===== src/rtl/uart_rx_pkg.sv =====
// rtl/uart_rx_pkg.sv - shared types and constants for the UART RX frame checker
package uart_rx_pkg;

  typedef enum logic [2:0] {
    IDLE,
    CHK_PAR,
    CHK_STP1,
    CHK_STP2,
    DONE
  } frame_chk_state_t;

  localparam logic STOP_1   = 1'b0;
  localparam logic STOP_2   = 1'b1;
  localparam logic PAR_EVEN = 1'b0;
  localparam logic PAR_ODD  = 1'b1;

endpackage


===== src/rtl/uart_rx_frame_check_if.sv =====
// rtl/uart_rx_frame_check_if.sv - sampler/FSM-side signal bundle of the frame checker
interface uart_rx_frame_check_if #(
  parameter int DATA_WIDTH = 8,
  parameter int CNT_WIDTH  = 8
);
  logic                  frame_start;
  logic                  par_en;
  logic                  par_typ;
  logic                  stop_sel;
  logic                  par_chk_en;
  logic                  stp_chk_en;
  logic                  sampled_bit;
  logic [DATA_WIDTH-1:0] data_in;
  logic                  err_clr;
  logic                  par_err;
  logic                  stp_err;
  logic                  frame_done;
  logic                  frame_ok;
  logic [CNT_WIDTH-1:0]  par_err_cnt;
  logic [CNT_WIDTH-1:0]  stp_err_cnt;

  modport master (
    output frame_start, par_en, par_typ, stop_sel, par_chk_en, stp_chk_en,
           sampled_bit, data_in, err_clr,
    input  par_err, stp_err, frame_done, frame_ok, par_err_cnt, stp_err_cnt
  );

  modport slave (
    input  frame_start, par_en, par_typ, stop_sel, par_chk_en, stp_chk_en,
           sampled_bit, data_in, err_clr,
    output par_err, stp_err, frame_done, frame_ok, par_err_cnt, stp_err_cnt
  );
endinterface


===== src/rtl/uart_parity_calc.sv =====
// rtl/uart_parity_calc.sv - expected parity bit for a deserialized word
module uart_parity_calc
  import uart_rx_pkg::*;
#(
  parameter int DATA_WIDTH = 8
) (
  input  logic [DATA_WIDTH-1:0] data,
  input  logic                  par_typ,
  output logic                  par_exp
);
  // Even parity bit equals the XOR of the data; odd parity inverts it.
  assign par_exp = (^data) ^ (par_typ == PAR_ODD);
endmodule


===== src/rtl/uart_rx_frame_check.sv =====
// rtl/uart_rx_frame_check.sv - per-frame parity/stop checker; UART_RX_ERR_CNT_EN adds error counters
module uart_rx_frame_check
  import uart_rx_pkg::*;
#(
  parameter int DATA_WIDTH = 8,
  parameter int CNT_WIDTH  = 8
) (
  input  logic                  CLK,
  input  logic                  RST,
  uart_rx_frame_check_if.slave  bus
);
  frame_chk_state_t state, state_n;
  logic par_err, par_err_n;
  logic stp_err, stp_err_n;
  logic par_typ_q, stop_sel_q;
  logic par_exp;
  logic done;

  uart_parity_calc #(.DATA_WIDTH(DATA_WIDTH)) u_parity (
    .data    (bus.data_in),
    .par_typ (par_typ_q),
    .par_exp (par_exp)
  );

  always_ff @(posedge CLK or negedge RST) begin
    if (!RST) begin
      state      <= IDLE;
      par_err    <= 1'b0;
      stp_err    <= 1'b0;
      par_typ_q  <= PAR_EVEN;
      stop_sel_q <= STOP_1;
    end else begin
      state   <= state_n;
      par_err <= par_err_n;
      stp_err <= stp_err_n;
      if (bus.frame_start) begin
        par_typ_q  <= bus.par_typ;
        stop_sel_q <= bus.stop_sel;
      end
    end
  end

  // frame_start wins over everything, so an abort in any state simply restarts.
  always_comb begin
    state_n   = state;
    par_err_n = par_err;
    stp_err_n = stp_err;
    if (bus.frame_start) begin
      par_err_n = 1'b0;
      stp_err_n = 1'b0;
      state_n   = bus.par_en ? CHK_PAR : CHK_STP1;
    end else begin
      unique case (state)
        CHK_PAR: if (bus.par_chk_en) begin
          par_err_n = (bus.sampled_bit != par_exp);
          state_n   = CHK_STP1;
        end
        CHK_STP1: if (bus.stp_chk_en) begin
          stp_err_n = (bus.sampled_bit != 1'b1);
          state_n   = (stop_sel_q == STOP_2) ? CHK_STP2 : DONE;
        end
        CHK_STP2: if (bus.stp_chk_en) begin
          stp_err_n = stp_err | (bus.sampled_bit != 1'b1);
          state_n   = DONE;
        end
        DONE:    state_n = IDLE;
        default: state_n = IDLE;
      endcase
    end
  end

  assign done           = (state == DONE);
  assign bus.par_err    = par_err;
  assign bus.stp_err    = stp_err;
  assign bus.frame_done = done;
  assign bus.frame_ok   = done & ~(par_err | stp_err);

`ifdef UART_RX_ERR_CNT_EN
  logic [CNT_WIDTH-1:0] par_cnt, stp_cnt;

  always_ff @(posedge CLK or negedge RST) begin
    if (!RST) begin
      par_cnt <= '0;
      stp_cnt <= '0;
    end else if (bus.err_clr) begin
      par_cnt <= '0;
      stp_cnt <= '0;
    end else if (done) begin
      if (par_err && (par_cnt != '1)) par_cnt <= par_cnt + CNT_WIDTH'(1);
      if (stp_err && (stp_cnt != '1)) stp_cnt <= stp_cnt + CNT_WIDTH'(1);
    end
  end

  assign bus.par_err_cnt = par_cnt;
  assign bus.stp_err_cnt = stp_cnt;
`else
  logic unused_err_clr;
  assign unused_err_clr  = bus.err_clr;
  assign bus.par_err_cnt = '0;
  assign bus.stp_err_cnt = '0;
`endif

endmodule


===== src/flat_wrapper.sv =====
// flat-port wrapper written by rule: the top's interface ports become plain ports
module uart_rx_frame_check_flat import uart_rx_pkg::*;
#(
  parameter int DATA_WIDTH = 8,
  parameter int CNT_WIDTH  = 8
)
  (CLK, RST, bus_frame_start, bus_par_en, bus_par_typ, bus_stop_sel, bus_par_chk_en, bus_stp_chk_en, bus_sampled_bit, bus_data_in, bus_err_clr, bus_par_err, bus_stp_err, bus_frame_done, bus_frame_ok, bus_par_err_cnt, bus_stp_err_cnt);
  uart_rx_frame_check_if #(.DATA_WIDTH(DATA_WIDTH), .CNT_WIDTH(CNT_WIDTH)) bus_i ();
  input  logic CLK;
  input  logic RST;
  input wire logic [$bits(bus_i.frame_start)-1:0] bus_frame_start;
  input wire logic [$bits(bus_i.par_en)-1:0] bus_par_en;
  input wire logic [$bits(bus_i.par_typ)-1:0] bus_par_typ;
  input wire logic [$bits(bus_i.stop_sel)-1:0] bus_stop_sel;
  input wire logic [$bits(bus_i.par_chk_en)-1:0] bus_par_chk_en;
  input wire logic [$bits(bus_i.stp_chk_en)-1:0] bus_stp_chk_en;
  input wire logic [$bits(bus_i.sampled_bit)-1:0] bus_sampled_bit;
  input wire logic [$bits(bus_i.data_in)-1:0] bus_data_in;
  input wire logic [$bits(bus_i.err_clr)-1:0] bus_err_clr;
  output wire logic [$bits(bus_i.par_err)-1:0] bus_par_err;
  output wire logic [$bits(bus_i.stp_err)-1:0] bus_stp_err;
  output wire logic [$bits(bus_i.frame_done)-1:0] bus_frame_done;
  output wire logic [$bits(bus_i.frame_ok)-1:0] bus_frame_ok;
  output wire logic [$bits(bus_i.par_err_cnt)-1:0] bus_par_err_cnt;
  output wire logic [$bits(bus_i.stp_err_cnt)-1:0] bus_stp_err_cnt;
  assign bus_i.frame_start = bus_frame_start;
  assign bus_i.par_en = bus_par_en;
  assign bus_i.par_typ = bus_par_typ;
  assign bus_i.stop_sel = bus_stop_sel;
  assign bus_i.par_chk_en = bus_par_chk_en;
  assign bus_i.stp_chk_en = bus_stp_chk_en;
  assign bus_i.sampled_bit = bus_sampled_bit;
  assign bus_i.data_in = bus_data_in;
  assign bus_i.err_clr = bus_err_clr;
  assign bus_par_err = bus_i.par_err;
  assign bus_stp_err = bus_i.stp_err;
  assign bus_frame_done = bus_i.frame_done;
  assign bus_frame_ok = bus_i.frame_ok;
  assign bus_par_err_cnt = bus_i.par_err_cnt;
  assign bus_stp_err_cnt = bus_i.stp_err_cnt;
  uart_rx_frame_check #(.DATA_WIDTH(DATA_WIDTH), .CNT_WIDTH(CNT_WIDTH)) u_core (.CLK(CLK), .RST(RST), .bus(bus_i));
endmodule

===== config.mk =====
export PLATFORM = sky130hd
export DESIGN_NAME = uart_rx_frame_check_flat
export DESIGN_NICKNAME = d
export VERILOG_FILES = /design/src/rtl/uart_rx_pkg.sv /design/src/rtl/uart_rx_frame_check_if.sv /design/src/rtl/uart_parity_calc.sv /design/src/rtl/uart_rx_frame_check.sv /design/src/flat_wrapper.sv
export SDC_FILE = /design/constraint.sdc
export NUM_CORES = 1
export LEC_CHECK = 0
export ABC_AREA = 1
export BUFFER_PORTS_ARGS = -buffer_cell sky130_fd_sc_hd__buf_2
export CAP_MARGIN = 0
export CORE_MARGIN = 2
export CORE_UTILIZATION = 39
export CTS_CLUSTER_DIAMETER = 50
export DETAILED_ROUTE_END_ITERATION = 10
export PLACE_DENSITY = 0.73
export SYNTH_ARGS = -nofsm -noshare
export SYNTH_HDL_FRONTEND = slang
export SYNTH_HIERARCHICAL = 1
export SYNTH_SLANG_ARGS = --single-unit

===== constraint.sdc =====
create_clock -name CLK -period 1.3 [get_ports CLK]
set_clock_uncertainty 0.1 [all_clocks]
set_input_delay 0.065 -clock CLK [delete_from_list [all_inputs] [get_ports CLK]]
set_output_delay 0.065 -clock CLK [all_outputs]
set_load 0.02 [all_outputs]

==> flow_summary.json, run 1 <==
{
  "post-route-util_pct": 53.33,
  "hp-class": "in2reg",
  "timing.rr.end": "u_core/bus.par_err",
  "setup_viol": 1,
  "grt_pass1_vias": 513,
  "fmax_ghz": 0.7547,
  "min_period_ns": 1.325,
  "final_common_cell": "nand2_1",
  "syn_area_per_cell_um2": 6.417,
  "coreArea_um2": 1708,
  "io_pins": 38,
  "rr_worst_depth": 11,
  "layout-drive-gt1-share_pct": 34.51,
  "design_area_um2": 910.9,
  "grt_usage_pct": 12.52,
  "cts_max_level": 1,
  "die_w_um": 46.35,
  "violations": "setup timing",
  "min_delay_path_depth": 4,
  "yosysSeqAreaShare_pct": 25.04,
  "crit_top_cell": "nand2_2",
  "slew_violations": 0,
  "fin_cells": 167,
  "post-dp-hpwl_mm": 1.030,
  "layout_common_cells": "34 x nand2_1, 19 x buf_2, 16 x conb_1, 13 x inv_1, 9 x nand2_2",
  "clk_path_buf_depth": 2,
  "drtIter0Drc": 21,
  "dp_slack_ns": -0.03678,
  "min_to": "u_core/bus.par_err",
  "clk_pin_slew_ns": 0.05,
  "die_y_um": 46.35,
  "vdd_drop_max_mv": 0.5729,
  "ys_ff_latch": 7,
  "cts_tree": "yes",
  "p_per_area_nw_per_um2": 846.4,
  "ff2ff_setup_slack_ns": -0.02,
  "rsz0062_at_grt": "true",
  "outcome": "finished with violations",
  "routed_wl_mm": 1.400,
  "dp_cells": 152,
  "crit_arrival_ns": 1.41,
  "num_antenna_cells": 0,
  "hold_viol_final": 0,
  "drc": 0,
  "leakage_nw": 0.5486,
  "numCtsBuffers": 3,
  "area_growth_pct": 30.23,
  "num_vias": 704,
  "syn_area_um2": 699.4,
  "port_buffers": 20,
  "path_class": "reg2reg",
  "worstPathCellList": "inv_1 > nand2_2 > nand2_2 > nand2_2 > nand2_2 > nand2_1 > nand2_1 > inv_1 > xor2_1 > nand2_1 > a21oi_1",
  "wl_per_cell_um": 8.383,
  "die_area_um2": 2148,
  "grt_max_degree": 9,
  "fillCellCount": 179,
  "cts.sinks": 7,
  "via_per_inst": 4.216,
  "crit_fanout": 3,
  "cts_root_buf": "clkbuf_4",
  "cp.required_ns": 1.38,
  "end_kind": "flip-flop",
  "finalCritPeriodShare_pct": 101.9,
  "first_pass_iters": 4,
  "setup_ws_ns": -0.02500,
  "syn-instance-count": 109,
  "initial_core_util_pct": 40.95,
  "grt_pass1_wl_mm": 1.938,
  "gr-total-overflow": 0,
  "gp_congestion": 0.8081,
  "r2r_start": "u_core/par_typ_q",
  "ant_nets": 0,
  "cap_violations": 0,
  "crit_slowest_cell": "dfrtp_1",
  "post_dp_cell_area_um2": 755.7,
  "ys_types": 23,
  "yosysWarnings": 6,
  "power_mw": 0.7710,
  "antenna_found_initial": 0,
  "insertion_delay_ns": 0.26,
  "holdCritStartpoint": "bus_sampled_bit",
  "fin_nets": 161,
  "cp-start-kind": "flip-flop",
  "slowest_delay_ns": 0.40,
  "rows": 15
}
[through the flow]
stage	TNS (ns)	hold slack, ns
3_5_place_dp	-0.03678	-0.1900
5_1_grt	-0.1679	0.02572
4_1_cts	-0.01915	0.007227
2_1_floorplan	0	-0.3306
3_3_place_gp	0	-0.1952
6_report	-0.02500	0.01500
[final cells by class]
type                       instances  area [um^2]  area share, %
timing repair buffer              31        202.7          22.25
multi-input combinational         82        404.1          44.37
inverter                          18        70.07          7.692
tap                               25        31.28          3.434
sequential                         7        176.4          19.37
clock buffer                       4        26.28          2.885
[synthesized netlist by cell type (all sizes together)]
master | n | area, um^2
nand3b | 1 | 7.510
a21oi | 2 | 10.01
nor3 | 1 | 5.000
inv | 18 | 70.07
dfrtp | 7 | 175.2
nand2 | 43 | 178.9
or2 | 1 | 6.260
conb | 1 | 3.750
o21ai | 4 | 20.01
nor2 | 3 | 21.27
buf | 17 | 131.4
nand4 | 1 | 6.260
nand3 | 7 | 40.04
xor2 | 2 | 17.52
nor4 | 1 | 6.260
[state kept, by name (all words and copies together) (netlist names)]
register            flops
u_core/stop_sel_q       1
u_core/par_typ_q        1
u_core/state            3
u_core/bus.stp_err      1
u_core/bus.par_err      1
[critical path, delay by kind of cell, from the launching register on]
| family | cells | cell delay (ns) |
|---|---|---|
| flops | 1 | 0.40 |
| compound gates | 1 | 0.12 |
| buf+inv | 2 | 0.12 |
| simple gates | 7 | 0.39 |
| xor+xnor | 1 | 0.13 |
[worst max-delay path by stage]
stage / endpoint / cells past startpoint / startpoint
3_3_place_gp: u_core/bus.par_err / 10 / u_core/par_typ_q
6_report: u_core/bus.par_err / 11 / u_core/par_typ_q
5_1_grt: u_core/bus.par_err / 11 / u_core/par_typ_q
3_5_place_dp: u_core/bus.par_err / 10 / u_core/par_typ_q
2_1_floorplan: u_core/bus.par_err / 10 / u_core/par_typ_q
4_1_cts: u_core/bus.par_err / 11 / u_core/par_typ_q
[report_power, final]
group,switching (mW),total (mW),internal (mW),leakage [nW]
clock network,0.0860,0.204,0.117,0.0150
registers,0.0187,0.258,0.239,0.0896
logic,0.190,0.310,0.120,0.444
[kinds of logic after synthesis]
family / synth area share (%)
flip-flops: 25.05
XOR/XNOR: 2.505
buffers and inverters: 28.80
AND/OR/NAND/NOR: 38.82
other: 0.5362
AO/OA/AOI/OAI: 4.292
[per-layer routing]
layer	routed length [um]	up-vias	GRT usage, %
li1	-	365	-
met3	105	0	3.529
met1	576	305	14.25
met5	0	-	0
met2	718	34	23.33
met4	0	0	1.714
[timing repair]
action,4_1_cts,5_1_grt
endpoints found under the hold margin,12,0
setup buffers,2,2
pin swaps,4,2
gates resized for setup,4,5
hold buffers,7,0
endpoints found under the setup margin,2,2
Note: power is estimated with default switching activity, not from simulation.
==> inputs of run 2 (changes only) <==
Settings changed: RECOVER_POWER set to 50.
==> run 2 against run 1 <==
  * The flow still finishes with violations (setup timing)
  * Critical path depth unchanged
  * Worst hold slack worse by 0.00080 ns
  * Clock-buffer cell count unchanged
  * Via count down 1.3%
  * Clock power about the same
  * Combinational power about the same
  * First-iteration DRC count unchanged
  * Sequential power about the same
  * Utilization down 0.073 points
  * Largest power group unchanged
==> flow_summary.json, run 2 (synthesized netlist as in run 1, its figures left out) <==
{
  "rows": 15,
  "gr-total-overflow": 0,
  "setup_viol": 1,
  "leakage_nw": 0.5458,
  "gp_congestion": 0.8081,
  "fmax_ghz": 0.7552,
  "num_vias": 695,
  "cap_violations": 0,
  "power_mw": 0.7719,
  "largest_reg_flops": 3,
  "initial_core_util_pct": 40.95,
  "area_growth_pct": 30.05,
  "setup_ws_ns": -0.02409,
  "hp-class": "in2reg",
  "setup_tns_ns": -0.02409,
  "fin_nets": 161,
  "crit_arrival_ns": 1.41,
  "violations": "setup timing",
  "io_pins": 38,
  "ant_nets": 0,
  "fillCellCount": 179,
  "grt_pass1_vias": 513,
  "holdWs_ns": 0.01419,
  "end_kind": "flip-flop",
  "finalCritPeriodShare_pct": 101.9,
  "routed_wl_mm": 1.406,
  "r2r_start": "u_core/par_typ_q",
  "die_y_um": 46.35,
  "slew_violations": 0,
  "grt_max_degree": 9,
  "post-route-util_pct": 53.26,
  "clk_pin_slew_ns": 0.05,
  "num_antenna_cells": 0,
  "outcome": "finished with violations",
  "die_area_um2": 2148,
  "grt_pass1_wl_mm": 1.938,
  "critical_path.startpoint": "u_core/par_typ_q",
  "layout_common_cells": "34 x nand2_1, 18 x buf_2, 16 x conb_1, 13 x inv_1, 9 x nand2_2",
  "dp_cells": 152,
  "cts_root_buf": "clkbuf_4",
  "cp.required_ns": 1.38,
  "layout-drive-gt1-share_pct": 33.80,
  "min_period_ns": 1.324,
  "via_per_inst": 4.162,
  "rsz0062_at_grt": "true",
  "cts_tree": "yes",
  "numCtsBuffers": 3,
  "drtIter0Drc": 21,
  "holdCritStartpoint": "bus_sampled_bit",
  "cts_max_level": 1,
  "grt_usage_pct": 12.52,
  "post-dp-hpwl_mm": 1.030,
  "port_buffers": 20,
  "crit_fanout": 3,
  "path_class": "reg2reg",
  "antenna_found_initial": 0,
  "die_w_um": 46.35,
  "wl_per_cell_um": 8.419,
  "hold_viol_final": 0,
  "top_register": "u_core/state",
  "insertion_delay_ns": 0.26,
  "vdd_drop_max_mv": 0.5745,
  "drc": 0,
  "final_common_cell": "nand2_1",
  "p_per_area_nw_per_um2": 848.6,
  "cts.sinks": 7,
  "coreArea_um2": 1708,
  "cp-start-kind": "flip-flop",
  "first_pass_iters": 5,
  "clk_path_buf_depth": 2,
  "fin_cells": 167
}
-- run 2: changes by cell type in the layout (fill, tap and decap cells not counted) --
cell,before,now
clkbuf_1,1,2
buf_2,19,18
-- run 2: final cells by class --
cell class	count	area (um^2)	share of cell area, %
multi-input combinational	82	404.1	44.43
timing repair buffer	31	201.4	22.15
sequential	7	176.4	19.39
inverter	18	70.07	7.703
tap	25	31.28	3.439
clock buffer	4	26.28	2.889
-- run 2: path summary, 6_finish.rpt --
check / endpoint / slack, ns / cells past startpoint
hold reg to reg: u_core/stop_sel_q / 0.45 / 2
setup reg to reg: u_core/bus.par_err / -0.02 / 11
hold / removal: u_core/bus.par_err / 0.01 / 4
min in group asynchronous: u_core/bus.stp_err / 0.14 / 2
setup / recovery: u_core/bus.par_err / -0.02 / 11
max in group asynchronous: u_core/state[0] / 0.66 / 2
-- run 2: report_power, final --
group	internal (mW)	total [mW]	switching, mW
Combinational	0.120	0.310	0.190
Sequential	0.239	0.258	0.0185
Clock	0.118	0.204	0.0869
Total	0.476	0.772	0.296
-- run 2: metal layers --
| layer | global-route usage [%] | up-vias | wire length, um |
|---|---|---|---|
| met4 | 1.714 | 0 | 4 |
| met1 | 14.25 | 295 | 575 |
| met3 | 3.529 | 2 | 107 |
| li1 | - | 365 | - |
| met5 | 0 | - | 0 |
| met2 | 23.33 | 33 | 719 |
-- run 2: worst max-delay path: stages, from the launching register on --
cell	delay [ns]
dfrtp_1	0.41
inv_1	0.08
nand2_2	0.06
nand2_2	0.06
nand2_2	0.06
nand2_2	0.05
nand2_1	0.04
nand2_1	0.05
inv_1	0.04
xor2_1	0.13
nand2_1	0.07
a21oi_1	0.12
-- run 2: stage by stage --
step	area (um^2)	setup slack (ns)
4_1_cts	880.8	-0.01117
5_1_grt	909.6	-0.1362
3_3_place_gp	755.7	0.01367
2_1_floorplan	755.7	0.06122
3_5_place_dp	755.7	-0.03678
6_report	909.6	-0.02409
-- run 2: repair_timing --
item                                   4_1_cts  5_1_grt
gates resized for setup                      4        5
setup endpoints to repair                    2        2
pin swaps                                    4        2
setup buffers                                2        2
hold buffers                                 7        0
cloned                                       0        0
endpoints found under the hold margin       12        0
